`src/rtl/control_sequencer_pkg.sv`:
```
// Shared definitions for the microcoded control sequencer: opcodes, T-state
// encoding and the packed control word with its all-inactive value.
package control_sequencer_pkg;

    typedef enum logic [2:0] {
        T1 = 3'd0,
        T2 = 3'd1,
        T3 = 3'd2,
        T4 = 3'd3,
        T5 = 3'd4,
        T6 = 3'd5
    } tstate_t;

    localparam logic [3:0] OP_LDA = 4'b0000;
    localparam logic [3:0] OP_ADD = 4'b0001;
    localparam logic [3:0] OP_SUB = 4'b0010;
    localparam logic [3:0] OP_JMP = 4'b0011;
    localparam logic [3:0] OP_JZ  = 4'b0100;
    localparam logic [3:0] OP_OUT = 4'b1110;
    localparam logic [3:0] OP_HLT = 4'b1111;

    typedef struct packed {
        logic pc_inc;
        logic n_pc_enable;
        logic n_pc_load;
        logic n_mar_load;
        logic n_ram_enable;
        logic n_ir_load;
        logic n_ir_enable;
        logic n_a_load;
        logic a_enable;
        logic alu_sub;
        logic alu_enable;
        logic n_b_load;
        logic n_out_load;
    } ctrl_t;

    // Active-low strobes parked high, active-high strobes parked low.
    localparam ctrl_t CTRL_INACTIVE = '{
        pc_inc:       1'b0,
        n_pc_enable:  1'b1,
        n_pc_load:    1'b1,
        n_mar_load:   1'b1,
        n_ram_enable: 1'b1,
        n_ir_load:    1'b1,
        n_ir_enable:  1'b1,
        n_a_load:     1'b1,
        a_enable:     1'b0,
        alu_sub:      1'b0,
        alu_enable:   1'b0,
        n_b_load:     1'b1,
        n_out_load:   1'b1
    };

endpackage

```
`src/rtl/control_sequencer_if.sv`:
```
// Instruction-side inputs and control-word outputs of the sequencer.
// The sequencer uses the slave view; the instruction/datapath side uses master.
interface control_sequencer_if;
    logic [3:0] opcode;
    logic       zero_flag;
    logic       pc_inc;
    logic       n_pc_enable;
    logic       n_pc_load;
    logic       n_mar_load;
    logic       n_ram_enable;
    logic       n_ir_load;
    logic       n_ir_enable;
    logic       n_a_load;
    logic       a_enable;
    logic       alu_sub;
    logic       alu_enable;
    logic       n_b_load;
    logic       n_out_load;
    logic       halted;
    logic [2:0] t_state;

    modport master (
        output opcode, zero_flag,
        input  pc_inc, n_pc_enable, n_pc_load, n_mar_load, n_ram_enable,
               n_ir_load, n_ir_enable, n_a_load, a_enable, alu_sub,
               alu_enable, n_b_load, n_out_load, halted, t_state
    );

    modport slave (
        input  opcode, zero_flag,
        output pc_inc, n_pc_enable, n_pc_load, n_mar_load, n_ram_enable,
               n_ir_load, n_ir_enable, n_a_load, a_enable, alu_sub,
               alu_enable, n_b_load, n_out_load, halted, t_state
    );
endinterface

```
`src/rtl/control_sequencer_t_state_counter.sv`:
```
// Six-state ring counter T1..T6 with a hold input (used by HLT) and a
// synchronous active-low clear.
module t_state_counter
    import control_sequencer_pkg::*;
(
    input  logic    clk,
    input  logic    n_clear,
    input  logic    hold,
    output tstate_t t_state
);

    always_ff @(posedge clk) begin
        if (!n_clear)
            t_state <= T1;
        else if (!hold)
            t_state <= (t_state == T6) ? T1 : tstate_t'(t_state + 3'd1);
    end

endmodule

```
`src/rtl/control_sequencer.sv`:
```
// Six-T-state control sequencer: fetch in T1-T3, opcode-specific execute in
// T4-T6, with all control strobes decoded combinationally from the T-state.
module control_sequencer
    import control_sequencer_pkg::*;
(
    input  logic              clk,
    input  logic              n_clear,
    control_sequencer_if.slave bus
);

    tstate_t t_state;
    ctrl_t   ctrl;
    logic    halted_q;
    logic    hlt_now;

    t_state_counter u_t_state_counter (
        .clk     (clk),
        .n_clear (n_clear),
        .hold    (halted_q | hlt_now),
        .t_state (t_state)
    );

    // Halt latches on the first T4 of HLT so later opcode changes cannot unfreeze it.
    always_ff @(posedge clk) begin
        if (!n_clear)
            halted_q <= 1'b0;
        else if (hlt_now)
            halted_q <= 1'b1;
    end

    always_comb begin
        ctrl    = CTRL_INACTIVE;
        hlt_now = 1'b0;
        if (n_clear && !halted_q) begin
            case (t_state)
                T1: begin ctrl.n_pc_enable  = 1'b0; ctrl.n_mar_load = 1'b0; end
                T2: ctrl.pc_inc = 1'b1;
                T3: begin ctrl.n_ram_enable = 1'b0; ctrl.n_ir_load  = 1'b0; end
                T4: begin
                    case (bus.opcode)
                        OP_LDA, OP_ADD, OP_SUB: begin
                            ctrl.n_ir_enable = 1'b0;
                            ctrl.n_mar_load  = 1'b0;
                        end
                        OP_JMP: begin
                            ctrl.n_ir_enable = 1'b0;
                            ctrl.n_pc_load   = 1'b0;
                        end
                        OP_JZ: begin
                            ctrl.n_ir_enable = ~bus.zero_flag;
                            ctrl.n_pc_load   = ~bus.zero_flag;
                        end
                        OP_OUT: begin
                            ctrl.a_enable   = 1'b1;
                            ctrl.n_out_load = 1'b0;
                        end
                        OP_HLT:  hlt_now = 1'b1;
                        default: ;
                    endcase
                end
                T5: begin
                    case (bus.opcode)
                        OP_LDA: begin
                            ctrl.n_ram_enable = 1'b0;
                            ctrl.n_a_load     = 1'b0;
                        end
                        OP_ADD, OP_SUB: begin
                            ctrl.n_ram_enable = 1'b0;
                            ctrl.n_b_load     = 1'b0;
                            ctrl.alu_sub      = (bus.opcode == OP_SUB);
                        end
                        default: ;
                    endcase
                end
                T6: begin
                    // alu_sub stays up through the write-back so the result is settled.
                    if (bus.opcode == OP_ADD || bus.opcode == OP_SUB) begin
                        ctrl.alu_enable = 1'b1;
                        ctrl.n_a_load   = 1'b0;
                        ctrl.alu_sub    = (bus.opcode == OP_SUB);
                    end
                end
                default: ;
            endcase
        end
    end

    assign bus.pc_inc       = ctrl.pc_inc;
    assign bus.n_pc_enable  = ctrl.n_pc_enable;
    assign bus.n_pc_load    = ctrl.n_pc_load;
    assign bus.n_mar_load   = ctrl.n_mar_load;
    assign bus.n_ram_enable = ctrl.n_ram_enable;
    assign bus.n_ir_load    = ctrl.n_ir_load;
    assign bus.n_ir_enable  = ctrl.n_ir_enable;
    assign bus.n_a_load     = ctrl.n_a_load;
    assign bus.a_enable     = ctrl.a_enable;
    assign bus.alu_sub      = ctrl.alu_sub;
    assign bus.alu_enable   = ctrl.alu_enable;
    assign bus.n_b_load     = ctrl.n_b_load;
    assign bus.n_out_load   = ctrl.n_out_load;
    assign bus.halted       = n_clear & (halted_q | hlt_now);
    assign bus.t_state      = t_state;

endmodule

```
`src/flat_wrapper.sv`:
```
// flat-port wrapper written by rule: the top's interface ports become plain ports
module control_sequencer_flat import control_sequencer_pkg::*;
  (clk, n_clear, bus_opcode, bus_zero_flag, bus_pc_inc, bus_n_pc_enable, bus_n_pc_load, bus_n_mar_load, bus_n_ram_enable, bus_n_ir_load, bus_n_ir_enable, bus_n_a_load, bus_a_enable, bus_alu_sub, bus_alu_enable, bus_n_b_load, bus_n_out_load, bus_halted, bus_t_state);
  control_sequencer_if bus_i ();
  input  logic clk;
  input  logic n_clear;
  input wire logic [$bits(bus_i.opcode)-1:0] bus_opcode;
  input wire logic [$bits(bus_i.zero_flag)-1:0] bus_zero_flag;
  output wire logic [$bits(bus_i.pc_inc)-1:0] bus_pc_inc;
  output wire logic [$bits(bus_i.n_pc_enable)-1:0] bus_n_pc_enable;
  output wire logic [$bits(bus_i.n_pc_load)-1:0] bus_n_pc_load;
  output wire logic [$bits(bus_i.n_mar_load)-1:0] bus_n_mar_load;
  output wire logic [$bits(bus_i.n_ram_enable)-1:0] bus_n_ram_enable;
  output wire logic [$bits(bus_i.n_ir_load)-1:0] bus_n_ir_load;
  output wire logic [$bits(bus_i.n_ir_enable)-1:0] bus_n_ir_enable;
  output wire logic [$bits(bus_i.n_a_load)-1:0] bus_n_a_load;
  output wire logic [$bits(bus_i.a_enable)-1:0] bus_a_enable;
  output wire logic [$bits(bus_i.alu_sub)-1:0] bus_alu_sub;
  output wire logic [$bits(bus_i.alu_enable)-1:0] bus_alu_enable;
  output wire logic [$bits(bus_i.n_b_load)-1:0] bus_n_b_load;
  output wire logic [$bits(bus_i.n_out_load)-1:0] bus_n_out_load;
  output wire logic [$bits(bus_i.halted)-1:0] bus_halted;
  output wire logic [$bits(bus_i.t_state)-1:0] bus_t_state;
  assign bus_i.opcode = bus_opcode;
  assign bus_i.zero_flag = bus_zero_flag;
  assign bus_pc_inc = bus_i.pc_inc;
  assign bus_n_pc_enable = bus_i.n_pc_enable;
  assign bus_n_pc_load = bus_i.n_pc_load;
  assign bus_n_mar_load = bus_i.n_mar_load;
  assign bus_n_ram_enable = bus_i.n_ram_enable;
  assign bus_n_ir_load = bus_i.n_ir_load;
  assign bus_n_ir_enable = bus_i.n_ir_enable;
  assign bus_n_a_load = bus_i.n_a_load;
  assign bus_a_enable = bus_i.a_enable;
  assign bus_alu_sub = bus_i.alu_sub;
  assign bus_alu_enable = bus_i.alu_enable;
  assign bus_n_b_load = bus_i.n_b_load;
  assign bus_n_out_load = bus_i.n_out_load;
  assign bus_halted = bus_i.halted;
  assign bus_t_state = bus_i.t_state;
  control_sequencer u_core (.clk(clk), .n_clear(n_clear), .bus(bus_i));
endmodule
```
`config.mk`:
```
export PLATFORM = sky130hd
export DESIGN_NAME = control_sequencer_flat
export DESIGN_NICKNAME = d
export VERILOG_FILES = /design/src/rtl/control_sequencer_pkg.sv /design/src/rtl/control_sequencer_if.sv /design/src/rtl/control_sequencer_t_state_counter.sv /design/src/rtl/control_sequencer.sv /design/src/flat_wrapper.sv
export SDC_FILE = /design/constraint.sdc
export NUM_CORES = 1
export LEC_CHECK = 0
export CORE_MARGIN = 5
export CORE_UTILIZATION = 36
export CTS_BUF_LIST = sky130_fd_sc_hd__clkbuf_2
export CTS_CLUSTER_DIAMETER = 30
export DETAILED_ROUTE_END_ITERATION = 7
export PLACE_DENSITY = 0.76
export SYNTH_ARGS = -nofsm -noshare
export SYNTH_HDL_FRONTEND = slang
export SYNTH_SLANG_ARGS = --single-unit
```
`constraint.sdc`:
```
create_clock -name clk -period 1.9 [get_ports clk]
set_input_delay 0.38 -clock clk [delete_from_list [all_inputs] [get_ports clk]]
set_output_delay 0.38 -clock clk [all_outputs]
set_load 0.05 [all_outputs]
```
==> results of run 1 <==
worst reg2reg max path, stage by stage, from the launching register on:
cell and delay [ns]:
dfxtp_4 0.34, and2_4 0.14, ha_4 0.14, nand3b_4 0.08
buf_4 0.15, o31ai_4 0.18, buf_4 0.18, mux2i_1 0.20
cells in the mapped netlist (all sizes together) (2+ instances only):
cell / instances
inv: 3
dfxtp: 4
and2: 4
nor3b: 2
and3: 2
or3: 2
mux2i: 3
nor2b: 4
buf: 2
nand2: 8
o21ai: 4
nor2: 6
clkbuf: 2
nand3b: 3
worst paths after layout:
check / end / slack (ns) / startpoint
worst max-delay path: bus_n_ir_enable / -0.08 / u_core.u_t_state_counter.t_state[0]
worst min-delay path: u_core.u_t_state_counter.t_state[0] / 0.67 / u_core.u_t_state_counter.t_state[0]
worst max register to register: u_core.u_t_state_counter.t_state[2] / 0.40 / u_core.u_t_state_counter.t_state[0]
worst min register to register: u_core.u_t_state_counter.t_state[0] / 0.67 / u_core.u_t_state_counter.t_state[0]
logic make-up after synthesis:
kind of cell | share of synthesized area (%)
compound gates | 12.3
xor+xnor | 1.87
fa+ha+maj | 2.67
buf+inv | 7.47
flops | 17.1
mux | 6.40
simple gates | 52.3
layout make-up:
cell class	instances	area [um2]
clock buffers	4	20.0
fillers	73	210
inverters	3	15.0
multi-input cells	50	443
flip-flops and latches	4	88.8
well taps	15	18.8
repair buffers	40	473
sequential cells by signal, indices dropped and copies added, names as in the netlist:
| signal | flops |
|---|---|
| u_core.u_t_state_counter.t_state | 3 |
| u_core.halted_q | 1 |
per-layer routing:
metal / up-vias / wire, um / track usage, %
met3: 6 / 31 / 1.17
met1: 279 / 669 / 17.4
met2: 13 / 967 / 27.2
met4: 0 / 63 / 14.2
li1: 290 / - / -
met5: - / 0 / 0
through the flow:
| stage | cells | setup TNS, ns | utilization (%) | cell area, um2 | setup WS (ns) |
|---|---|---|---|---|---|
| floorplan | 61 | -0.267 | - | 539 | -0.169 |
| global placement | 107 | -1.83 | 73.3 | 930 | -0.200 |
| detailed placement | 107 | -2.24 | 73.3 | 930 | -0.265 |
| CTS | 114 | -0.156 | 78.6 | 997 | -0.0732 |
| global route | 116 | -0.712 | 83.4 | 1060 | -0.150 |
| finish | 116 | -0.271 | 83.4 | 1060 | -0.0835 |
report_power, final:
group / total (mW) / leakage, nW / internal (mW) / switching (mW)
Sequential: 0.0918 / 0.0344 / 0.0890 / 0.00275
Combinational: 0.225 / 0.440 / 0.102 / 0.124
Clock: 0.101 / 0.0166 / 0.0557 / 0.0449
Total: 0.418 / 0.491 / 0.246 / 0.171
timing repair:
action,4_1_cts,5_1_grt
gates cloned,0,0
buffers inserted,3,2
pin swaps,5,3
hold buffers,0,0
setup endpoints to repair,13,6
gates resized for setup,13,9
==> results.sh, run 1 <==
export IMPL_post_route_min_period_ns=1.98
export IMPL_synthesis_instances=61
export IMPL_nNetsFinal=110
export IMPL_worstPathRequired_ns=1.52
export IMPL_grt_max_degree=13
export IMPL_start_util_pct=37.0
export IMPL_clkSinkCount=4
export IMPL_path_depth=7
export IMPL_yosys_area_top_type="dfxtp_1"
export IMPL_grt_overflow=0
export IMPL_syn_nets=69
export IMPL_hold_path_cell_count=3
export IMPL_yosys_top_cells_area="dfxtp_1 17%, mux2i_1 6.4%, nand2_1 6.4%"
export IMPL_r2r_cells=7
export IMPL_die_h_um=46.1
export IMPL_path_common_cell="buf_6"
export IMPL_max_slew_margin_pct=81.8
export IMPL_ys_types=28
export IMPL_area_delta_synth_final_pct=126
export IMPL_seq_area_frac_synth_pct=17.1
export IMPL_rsz0062_at_grt="yes"
export IMPL_grt_use_total_pct=16.0
export IMPL_gp_congestion=0.725
export IMPL_drtIter0Drc=5
export IMPL_hold_viol=0
export IMPL_synth_area_per_cell_um2=7.69
export IMPL_final_common_cell="buf_4"
export IMPL_power_density_nw_per_um2=394
export IMPL_grt_pass1_wl_mm=2.33
export IMPL_grt_pass1_vias=540
export IMPL_drc_errors=0
export IMPL_ys_seq_elements=4
export IMPL_fin_skew_ns=0.00113
export IMPL_cts_buffers=3
export IMPL_cts_root_buf="clkbuf_2"
export IMPL_dieArea_um2=2130
export IMPL_path_cells="and2_4, ha_4, nand3b_4, buf_4, buf_6, a211o_1, buf_6"
export IMPL_viasPerCell=5.07
export IMPL_drtAntennaViolNets=0
export IMPL_dr_pass1_iters=2
export IMPL_fin_ws_ns=-0.0835
export IMPL_insertion_delay_ns=0.22
export IMPL_hold_path_class="reg2reg"
export IMPL_postSynth_asyncResetShare_pct=0
export IMPL_crit_type="reg2out"
export IMPL_timing_max_cap_violations=0
export IMPL_slowest_delay_ns=0.34
export IMPL_cp_arrival_ns=1.60
export IMPL_routed_wl_mm=1.73
export IMPL_rows=13
export IMPL_dr_total_vias=588
export IMPL_mostFrequentLayoutCells="17 x buf_4, 11 x buf_12, 7 x nand2_1, 5 x dlygate4sd2_1, 5 x buf_6"
export IMPL_wire_per_inst_um=14.9
export IMPL_cp_top_family="buffers and inverters"
export IMPL_peakVddDrop_mv=0.460
export IMPL_yosys_warnings=0
export IMPL_port_buffer_count=23
export IMPL_syn_area_um2=469
export IMPL_drv_slew=0
export IMPL_p_leak_nw=0.491
export IMPL_cts_tree="done"
export IMPL_fp_dieW_um=46.1
export IMPL_hpwl_mm=1.12
export IMPL_synth_edf_count=0
export IMPL_antenna_found_initial=0
export IMPL_path_buf_inv=3
export IMPL_power_total_mw=0.418
export IMPL_status="complete, but fails checks"
export IMPL_clock_path_buffers=2
export IMPL_fmax_mhz=504
export IMPL_crit_path_max_fanout=3
export IMPL_tightest_slew_ns=0.270
export IMPL_layout_drive_gt1_share_pct=58.4
export IMPL_setup_viol=5
export IMPL_clk_pin_slew_ns=0.05
export IMPL_slowest_stage="dfxtp_4"
export IMPL_synth_top_area_share_pct=17.1
export IMPL_violations="negative setup slack"
export IMPL_design_portCount=24
export IMPL_finalCritPeriodShare_pct=104
export IMPL_worstSetupEndpointType="output pin"
export IMPL_worst_hold_slack_ns=0.675
export IMPL_start_kind="flip-flop"
export IMPL_ctsHtreeMaxLevel=1
export IMPL_diodes=0
export IMPL_synth_flop_cell="dfxtp_1"
export IMPL_coreArea_um2=1270
(Power assumes the default switching activity.)
==> run 2, diff against run 1 <==
CTS_CLUSTER_DIAMETER = not set   (was 30)
==> results of run 2 <==
Final layout, timing and power as in run 1 (identical DEF).
==> run 3, diff against run 2 <==
CORE_MARGIN = not set   (was 5)
TNS_END_PERCENT = 1   (was not set)
==> run 3 against run 2 <==
- the flow still finishes with violations (negative setup slack)
- routed wire length down 17%
- combinational power down 6%
- largest power group unchanged
- first-iteration DRC count up 100%
- largest cell class unchanged
- register-to-register slack better by 0.02 ns
- worst setup slack better by 0.083 ns
- fmax up 4.4%
- hold slack worse by 0.039 ns
- flip-flop and latch count unchanged
- utilization up 2.1 points
- count of clock-buffer cells in the layout down 1
- via count down 4.8%
- critical path depth down 1
==> results.sh, run 3 (synthesized netlist as in run 1, its figures left out) <==
export IMPL_design_portCount=24
export IMPL_fmax_mhz=526
export IMPL_grt_max_degree=13
export IMPL_slowest_delay_ns=0.39
export IMPL_slowest_stage="or3_4"
export IMPL_power_density_nw_per_um2=382
export IMPL_post_route_min_period_ns=1.90
export IMPL_drtIter0Drc=10
export IMPL_pre_cts_ws_ns=-0.206
export IMPL_final_core_util_pct=85.5
export IMPL_power_total_mw=0.377
export IMPL_peakVddDrop_mv=0.477
export IMPL_coreArea_um2=1160
export IMPL_die_h_um=38.1
export IMPL_hold_viol=0
export IMPL_violations="negative setup slack"
export IMPL_grt_overflow=0
export IMPL_ctsHtreeMaxLevel=1
export IMPL_viasPerCell=5.00
export IMPL_fin_ws_ns=-0.000597
export IMPL_dr_pass1_iters=4
export IMPL_drv_slew=0
export IMPL_p_leak_nw=0.473
export IMPL_dp_cells=107
export IMPL_rows=12
export IMPL_routed_wl_mm=1.44
export IMPL_worstSetupEndpointType="output pin"
export IMPL_clkSinkCount=4
export IMPL_port_buffer_count=23
export IMPL_top_regs="u_core.u_t_state_counter.t_state: 3 flops, u_core.halted_q: 1 flops"
export IMPL_tightest_slew_ns=0.282
export IMPL_max_slew_margin_pct=81.1
export IMPL_fin_area_um2=988
export IMPL_cp_arrival_ns=1.52
export IMPL_fp_dieW_um=38.1
export IMPL_status="complete, but fails checks"
export IMPL_timing_max_cap_violations=0
export IMPL_path_cells="and2_4, ha_4, nand3b_4, or3_4, clkinvlp_4, buf_12"
export IMPL_nNetsFinal=108
export IMPL_grt_pass1_wl_mm=2.25
export IMPL_finalCritPeriodShare_pct=100
export IMPL_regMostFlops="u_core.u_t_state_counter.t_state"
export IMPL_crit_path_max_fanout=3
export IMPL_insertion_delay_ns=0.20
export IMPL_diodes=0
export IMPL_mostFrequentLayoutCells="18 x buf_4, 11 x buf_12, 7 x nand2_1, 6 x nor2_1"
export IMPL_fin_skew_ns=0.00752
export IMPL_cp_top_family="simple AND/OR/NAND/NOR gates"
export IMPL_area_delta_synth_final_pct=111
export IMPL_start_kind="flip-flop"
export IMPL_setup_viol=1
export IMPL_finalSetupTns_ns=-0.000597
export IMPL_hold_buffers=0
export IMPL_cts_tree="done"
export IMPL_gp_congestion=0.690
export IMPL_cts_root_buf="clkbuf_2"
export IMPL_drc_errors=0
export IMPL_crit_type="reg2out"
export IMPL_hpwl_mm=1.11
export IMPL_path_buf_inv=2
export IMPL_antenna_found_initial=0
export IMPL_largest_register_ff_count=3
export IMPL_layout_drive_gt1_share_pct=53.1
export IMPL_layout_cells_non_filler=112
export IMPL_dpl_cell_area_um2=928
export IMPL_grt_use_total_pct=22.2
export IMPL_dr_total_vias=560
export IMPL_rsz0062_at_grt="yes"
export IMPL_drtAntennaViolNets=0
export IMPL_hold_path_class="reg2reg"
export IMPL_clock_path_buffers=2
export IMPL_cts_buffers=3
export IMPL_worstPathRequired_ns=1.52
export IMPL_worst_hold_slack_ns=0.635
export IMPL_wire_per_inst_um=12.8
export IMPL_dieArea_um2=1450
export IMPL_grt_pass1_vias=524
export IMPL_clk_pin_slew_ns=0.05
export IMPL_final_common_cell="buf_4"
export IMPL_start_util_pct=40.6
-- run 3: cell count changes in the layout (fill, tap and decap cells not counted), sizes merged --
cell           change
buf                -2
dlygate4sd2        -1
clkdlybuf4s15      +1
clkbuf             -1
-- run 3: timing repair --
item / CTS / global route
buffers inserted: 2 / 0
pin swaps: 7 / 3
gates resized for setup: 13 / 1
endpoints found under the setup margin: 13 / 9
-- run 3: area by class of cell --
cell class	instances	area, um2
flip-flops and latches	4	88.8
well taps	14	17.5
clock buffers	3	15.0
repair buffers	38	444
inverters	3	15.0
fillers	62	168
multi-input cells	50	408
-- run 3: worst reg2reg max path: stages, from the launching register on --
cell	delay (ns)
dfxtp_4	0.34
and2_4	0.14
ha_4	0.13
nand3b_4	0.09
o31ai_4	0.29
buf_4	0.19
mux2i_1	0.21
-- run 3: worst paths after layout --
kind | start | end | slack [ns] | cells past startpoint
hold reg to reg | u_core.u_t_state_counter.t_state[2] | u_core.u_t_state_counter.t_state[2] | 0.64 | 3
setup reg to reg | u_core.u_t_state_counter.t_state[1] | u_core.u_t_state_counter.t_state[0] | 0.42 | 6
hold / removal | u_core.u_t_state_counter.t_state[2] | u_core.u_t_state_counter.t_state[2] | 0.64 | 3
setup / recovery | u_core.u_t_state_counter.t_state[1] | bus_a_enable | -0.0006 | 6
-- run 3: power by group --
group	total (mW)	internal, mW	switching, mW
Clock	0.0745	0.0424	0.0321
Combinational	0.211	0.0955	0.115
Sequential	0.0920	0.0894	0.00258
-- run 3: metal layers --
metal,routed length [um],GRT usage [%],vias up
li1,-,-,282
met1,612,27.8,261
met2,781,38.1,15
met3,31,0,2
met4,10,12.5,0
met5,0,0,-
